[src/rtl/pc_fetch_sequencer.sv]
// PC register and instruction-fetch sequencer: sequential advance, JALR/JAL/branch
// redirects, stall hold, and sticky faults for misaligned targets or memory timeout.
module pc_fetch_sequencer #(
    parameter logic [31:0] RESET_PC     = 32'h0000_0000,
    parameter int unsigned IMEM_TIMEOUT = 16
) (
    input  logic        clk,
    input  logic        rst_n,
    input  logic        stall,
    input  logic        jalr_valid,
    input  logic [31:0] jalr_target,
    input  logic        jal_valid,
    input  logic [31:0] jal_target,
    input  logic        branch,
    input  logic        b_type,
    input  logic [31:0] alu_res,
    input  logic [31:0] branch_target,
    output logic        imem_req,
    output logic [31:0] imem_addr,
    input  logic        imem_ready,
    output logic [31:0] pc,
    output logic [31:0] pc_plus4,
    output logic        if_valid,
    output logic        redirect,
    output logic        fault,
    output logic [1:0]  fault_cause
);

    // Memory handshake: a fetch completes in any cycle where imem_req and
    // imem_ready are both high; imem_addr may move freely while imem_ready is low.

    typedef enum logic [1:0] {
        BOOT  = 2'd0,
        FETCH = 2'd1,
        HOLD  = 2'd2,
        FAULT = 2'd3
    } state_t;

    localparam logic [1:0]  CAUSE_NONE     = 2'b00;
    localparam logic [1:0]  CAUSE_MISALIGN = 2'b01;
    localparam logic [1:0]  CAUSE_TIMEOUT  = 2'b10;
    localparam bit          TIMEOUT_EN     = (IMEM_TIMEOUT != 0);
    localparam logic [15:0] WAIT_LAST      = 16'(IMEM_TIMEOUT - 1);

    state_t      state;
    state_t      state_next;
    logic [31:0] pc_next;
    logic [15:0] wait_cnt;
    logic [15:0] wait_cnt_next;
    logic        fault_next;
    logic [1:0]  cause_next;
    logic        branch_taken;
    logic        redir_req;
    logic [31:0] redir_target;
    logic        active;

    assign branch_taken = branch & (b_type ? (alu_res == 32'd0) : (alu_res != 32'd0));
    assign active       = (state == FETCH) || (state == HOLD);
    assign pc_plus4     = pc + 32'd4;
    assign imem_addr    = pc;

    always_comb begin
        redir_req    = 1'b0;
        redir_target = 32'd0;
        if (jalr_valid) begin
            redir_req    = 1'b1;
            redir_target = jalr_target;
        end else if (jal_valid) begin
            redir_req    = 1'b1;
            redir_target = jal_target;
        end else if (branch_taken) begin
            redir_req    = 1'b1;
            redir_target = branch_target;
        end
    end

    always_comb begin
        state_next    = state;
        pc_next       = pc;
        wait_cnt_next = wait_cnt;
        fault_next    = fault;
        cause_next    = fault_cause;
        imem_req      = 1'b0;
        if_valid      = 1'b0;
        redirect      = 1'b0;

        case (state)
            BOOT: state_next = FETCH;
            FETCH: begin
                imem_req = 1'b1;
                if (imem_ready) begin
                    if_valid      = 1'b1;
                    wait_cnt_next = 16'd0;
                    if (stall) state_next = HOLD;
                    else       pc_next    = pc_plus4;
                end else if (TIMEOUT_EN) begin
                    if (wait_cnt == WAIT_LAST) begin
                        state_next = FAULT;
                        fault_next = 1'b1;
                        cause_next = CAUSE_TIMEOUT;
                    end else begin
                        wait_cnt_next = wait_cnt + 16'd1;
                    end
                end
            end
            HOLD: begin
                if_valid = 1'b1;
                if (!stall) begin
                    pc_next    = pc_plus4;
                    state_next = FETCH;
                end
            end
            default: ;
        endcase

        // A redirect beats stall, sequential advance and a coincident timeout;
        // whatever was fetched this cycle is wrong-path and is never delivered.
        if (active && redir_req) begin
            if_valid = 1'b0;
            if (redir_target[1:0] == 2'b00) begin
                redirect      = 1'b1;
                pc_next       = redir_target;
                state_next    = FETCH;
                wait_cnt_next = 16'd0;
                fault_next    = 1'b0;
                cause_next    = CAUSE_NONE;
            end else begin
                pc_next    = pc;
                state_next = FAULT;
                fault_next = 1'b1;
                cause_next = CAUSE_MISALIGN;
            end
        end
    end

    always_ff @(posedge clk or negedge rst_n) begin
        if (!rst_n) begin
            state       <= BOOT;
            pc          <= RESET_PC;
            wait_cnt    <= 16'd0;
            fault       <= 1'b0;
            fault_cause <= CAUSE_NONE;
        end else begin
            state       <= state_next;
            pc          <= pc_next;
            wait_cnt    <= wait_cnt_next;
            fault       <= fault_next;
            fault_cause <= cause_next;
        end
    end

endmodule

[config.mk]
export PLATFORM = sky130hd
export DESIGN_NAME = pc_fetch_sequencer
export DESIGN_NICKNAME = d
export VERILOG_FILES = /design/src/rtl/pc_fetch_sequencer.sv
export SDC_FILE = /design/constraint.sdc
export NUM_CORES = 1
export LEC_CHECK = 0
export CELL_PAD_IN_SITES_DETAIL_PLACEMENT = 1
export CELL_PAD_IN_SITES_GLOBAL_PLACEMENT = 2
export CORE_UTILIZATION = 21
export CTS_BUF_LIST = sky130_fd_sc_hd__clkbuf_8
export CTS_CLUSTER_SIZE = 16
export DETAILED_ROUTE_END_ITERATION = 6
export HOLD_SLACK_MARGIN = 0.03
export PLACE_DENSITY_LB_ADDON = 0.1
export RECOVER_POWER = 50
export SYNTH_ARGS = -nofsm -noshare
export SYNTH_HDL_FRONTEND = slang
export SYNTH_SLANG_ARGS = --single-unit
[constraint.sdc]
create_clock -name clk -period 2.6 [get_ports clk]
set_input_delay 0.26 -clock clk [delete_from_list [all_inputs] [get_ports clk]]
set_output_delay 0.26 -clock clk [all_outputs]
set_load 0.01 [all_outputs]
======== Word level (Yosys, flattened, before mapping) ========
Index checks and enable logic that the tools add are counted.
W data, S select, Z words.
cells by class
  bitwise operators ....................... 1
  reductions and logical operators ........ 13
  add/subtract/negate cells ............... 2
  equality and inequality tests ........... 9
  mux-type cells .......................... 40
operators by type and width
  kind                     number
  $mux W32                 7
  $mux W16                 5
  $pmux W32 S2             1
  $add A32 B3 Y32 const B  1
  $logic_not A32 Y1        1
  $reduce_bool A32 Y1      1
  $mux W2                  10
  $add A16 B1 Y16 const B  1
  $eq A16 B4 Y1 const B    1
  $mux W1                  15
  $ne A3 B2 Y1 const B     2
  $pmux W2 S3              1
  $reduce_and A3 Y1        2
  $logic_not A2 Y1         2
  $ne A2 B1 Y1 const B     2
  $ne A4 B2 Y1 const B     1
  $ne A4 B3 Y1 const B     1
  $reduce_and A4 Y1        1
  $reduce_bool A2 Y1       2
  $reduce_bool A4 Y1       1
  $reduce_bool A3 Y1       1
  $eq A2 B1 Y1 const B     1
  $eq A2 B2 Y1 const B     1
  $pmux W1 S2              1
  other kinds (3)          3
word-level totals
  logic and storage cells ................. 70
  input bits .............................. 136
  output and inout bits ................... 102
  register bits ........................... 53

======== Depth between registers and ports, before layout ========
  word-level depth ........................ 9
  gate-level depth with buffers ........... 10
  gate-level depth less buffers ........... 9

======== Worst setup path before layout ========
No wires, ideal clock.
  kind .................................... input to register
  from .................................... input port alu_res[16]
  to ...................................... register pc[20], in the netlist imem_addr[20]
  setup slack ............................. 0.357 ns
  arrival ................................. 2.117 ns
  required time ........................... 2.474 ns
  cell stages on the path ................. 7
  library setup time ...................... 0.126 ns
  buffers on the path ..................... 1
  cell sequence ........................... nor4_1 nand4_1 or3_4 nand4_2 or3b_4 buf_6 o32a_1
on the way
  word-level cells in the longest chain between the ends .. 9
  elaborated cells on any way between the ends .. 18
  classes of those cells .................. eq/ne (2); mux (9); bitwise (1); reduce/logical (6)
RTL lines
  what                                                             line      RTL
  start, declared                                                  16        input logic [31:0] alu_res,
  $reduce_bool A32 Y1 / $logic_not A32 Y1 (equally long branches)  57        assign branch_taken = branch & (b_type ? (alu_res == 32'd0) : (alu_res != 32'd0));
  $mux W1 *                                                        57
  $and A1 B1 Y1 *                                                  57
  $mux W32 / $mux W1 (equally long branches)                       71        end else if (branch_taken) begin
  $mux W32 / $mux W1 (equally long branches)                       68        end else if (jal_valid) begin
  $mux W32 / $mux W1 (equally long branches)                       65        if (jalr_valid) begin
  $logic_not A2 Y1 / $logic_and A1 B1 Y1 (equally long branches)   120, 118
  $ne A2 B1 Y1 (no source line), or another cell as far along      --
  $reduce_and A3 Y1 (no source line)                               --
  end signal, assigned                                             145       pc <= pc_next;
  end, declared                                                    21        output logic [31:0] pc,
Every way passes the cells marked *; elsewhere a longest branch is shown, timed or not. The select of a mux whose other input is x is not followed.
A chain may end at the register's enable or synchronous reset.

======== Final worst setup path ========
  from .................................... register pc[25], in the netlist imem_addr[25]
  to ...................................... output port pc_plus4[31]
on the way
  word-level cells in the longest chain between the ends .. 1
RTL lines
  what             line  RTL
  $add A32 B3 Y32  59    assign pc_plus4 = pc + 32'd4;
  end, declared    22    output logic [31:0] pc_plus4,
No other way between the ends.

==> metrics.md <==
| Metric | Value |
|---|---|
| Status | completed |
| Post-synthesis compound-gate area fraction | 21.4% |
| Crit. End Element | output pin |
| Die width | 146 um |
| Cell Chain, Critical Path | buf_6 -> nand4_1 -> or4_4 -> nor4_4 -> buf_4 -> xor2_2 -> buf_2 |
| Reg clk slew, reported paths | 110 ps |
| EDFF count, synth | 0 |
| FF-to-FF path depth | 8 |
| Largest family of logic cells by synthesized area | simple AND/OR/NAND/NOR gates |
| Worst Clk Skew | 9.32 ps |
| Bufs on Longest Clock Path | 2 |
| Placer congestion estimate | 0.778 |
| Syn. warnings | 0 |
| Hold worst-path end | fault_cause[0]$_DFFE_PN0P_ |
| Max cap viols | 0 |
| Synth Area in Adders | 1.44% |
| Root Driver | clkbuf_8 |
| Final Setup Violations | 0 |
| DRT antenna net count | 0 |
| Largest cells by area after synthesis | dfrtp_1, nor2_1, buf_4 |
| H-tree levels | 2 |
| Synth top area share | 30.5% |
| IO Count | 238 |
| Total power | 6840 uW |
| GR Overflow Total | 0 |
| Area leader, netlist | dfrtp_1 |
| Worst min path class | flip-flop to flip-flop |
| Vias | 5146 |
| RSZ-0062 raised after global routing | true |
| Reg-to-reg endpoint | imem_addr[26]$_DFFE_PN0P_ |
| Hold wc startpoint | fault_cause[0]$_DFFE_PN0P_ |
| WL/cell | 18.3 um |
| Pwr per Cell Area | 880 nW/um^2 |
| Hold path cells | 2 |
| Worst Path Arrival | 2310 ps |
| Skew-Pair Late Insertion Delay | 330 ps |
| Most frequent cells in the layout | clkdlybuf4s50_1, buf_4, nor2_1 |
| Final WL | 20000 um |
| Initial antenna violation count | 0 |
| Final hold vios | 0 |
| CP Class | flip-flop to output pin |
| DIE AREA | 21300 um^2 |
| Register area | 1330 um^2 |
| Simple-Gate Fraction of Synth Area | 25.4% |
| Core Util, Final | 38.4% |
| Seq/Total Area, Yosys | 30.5% |
| Starting DRC count in detailed routing | 120 |
| Leak | 0.00345 uW |
| Yosys reg bits | 53 |
| Vias per cell | 4.71 |
| Final period util | 98.9% |
| Multi-input gate area | 2750 um^2 |
| Vias in the first global route | 5593 |
| Chip height | 146 um |
| IO buf count | 237 |
| Initial cell density of the core | 21.5% |
| Floorplan core area | 20200 um^2 |
| Slowest stage cell, crit path | or4_4 |
| Critical path data required time | 2340 ps |
| Synth Flop Type | dfrtp_1 |
| Share of layout cells above drive strength 1 | 20.2% |
| Final min period | 2570 ps |
| CTS tree | done |
| Worst-margin pin slew | 1170 ps |
| Most common cell after layout, fill and taps aside | clkdlybuf4s50_1 |
| RR Startpoint | state[0]$_DFFE_PN0P_ |
| Reg2Reg Setup Slack | 400 ps |
| Synth Area per Inst | 8.07 um^2 |
| Gr usage total | 18.5% |
| DRC Markers | 0 |
| CP max FO | 4 |
| Fmax | 389 MHz |
| Netlist cell types | 55 |
| # clock sinks | 53 |
| Synth Area in XOR/XNOR | 8.27% |
| Post-synthesis mux area share | 2.56% |
| Cell count after synthesis | 538 |
| P&R area growth vs syn | 78.8% |
| DR pass1 iterations | 5 |
| Largest net degree at the start of global routing | 35 |
| CP peak stage delay | 590 ps |
| First-pass GRT wire length | 31000 um |
| Post-DP HPWL | 15900 um |
| N_diodes | 0 |
| CTS Buf Count | 5 |
| Async set-reset flop share out of synthesis | 100% |
| Startpoint types | flip-flop |
| Fillers | 2363 |
| VDD IR max | 0.363 mV |
| Fin nets | 963 |
| Max-slew violations | 0 |
| Row count | 52 |
| Net Count, Synth | 679 |
| Max-slew headroom | 22.1% |
| Synthesized area | 4340 um^2 |
[logic make-up (layout without fill, tap and decap cells)]
family,after synthesis,after routing
and+or+nand+nor,226,226
DFF,53,53
buffers and inverters,74,359
AOI/OAI and AO/OA,129,129
xor gates and xnor gates,41,41
muxes,10,10
adders and majority gates,5,5
[per-stage QoR]
step                hold WS, ps  instance area (um^2)  TNS (ps)  instances  worst slack [ps]
global placement            253                  7350    -12360       1072              -500
floorplan                 -35.6                  4340         0        538               357
CTS                         420                  7630     -98.9       1090             -53.0
detailed placement          254                  7350    -15320       1072              -563
finish                      496                  7760         0       1093              29.1
global route                547                  7760      -171       1093              -116
[timing repair]
item,CTS,global route
setup endpoints to repair,39,41
pin swaps,12,20
gates resized for setup,56,50
endpoints found under the hold margin,18,0
cloned,0,0
hold buffers,1,0
buffers inserted,9,3
[area by class of cell]
type                            count  area share [%]
Timing Repair Buffer              339            41.4
Multi-Input combinational cell    411            35.4
Tap cell                          270            4.35
Clock buffer                        5           0.886
Sequential cell                    53            17.1
Clock inverter                      3           0.226
Inverter                           12           0.612
[power breakdown]
group	switching (uW)	internal (uW)
Combinational	2510	2520
Clock	321	190
Sequential	196	1100
Total	3030	3800
[worst max-delay path: cells and delay by family (launching register included)]
kind / cells / cell delay [ps]
AND/OR/NAND/NOR: 3 / 1000
buffers and inverters: 3 / 440
flip-flops: 1 / 390
XOR/XNOR: 1 / 140
[flip-flops by register name (all words and copies together), names as in the netlist]
signal       flops
state            2
fault_cause      2
imem_addr       32
wait_cnt        16
fault            1
[how the worst max path moves through the flow]
stage                                           end  depth (start not counted)                       from  slack, ps
after floorplan           imem_addr[20]$_DFFE_PN0P_                          7                alu_res[16]        360
after global placement    imem_addr[20]$_DFFE_PN0P_                         11                 alu_res[1]       -500
after detailed placement  imem_addr[20]$_DFFE_PN0P_                         11                alu_res[25]       -560
after CTS                              pc_plus4[31]                          7  imem_addr[20]$_DFFE_PN0P_        -50
after global routing                   pc_plus4[31]                          7  imem_addr[25]$_DFFE_PN0P_       -120
final                                  pc_plus4[31]                          7  imem_addr[25]$_DFFE_PN0P_         30
[cells in the mapped netlist, drive strengths merged (4+ instances only)]
cell type  count
nor2          72
nand2         58
dfrtp         53
buf           49
a21oi         26
o21ai         24
xor2          21
xnor2         20
a221oi        19
nand4         18
nor4          17
clkbuf        13
nor3          13
inv           11
nand3         11
o31ai         10
mux2           9
and3           8
nand2b         8
a221o          7
a31oi          7
o31a           7
and2           6
ha             5
a22o           4
and4           4
o211ai         4
[routing by layer]
| layer | GRT usage, % | share of wire (%) | wire [um] |
|---|---|---|---|
| met5 | 0 | 0 | 0 |
| met4 | 3.84 | 1.0 | 209 |
| met3 | 3.17 | 4.1 | 824 |
| met2 | 33.2 | 51 | 10100 |
| met1 | 23.1 | 44 | 8880 |
Power figures use the tool's default switching activity.
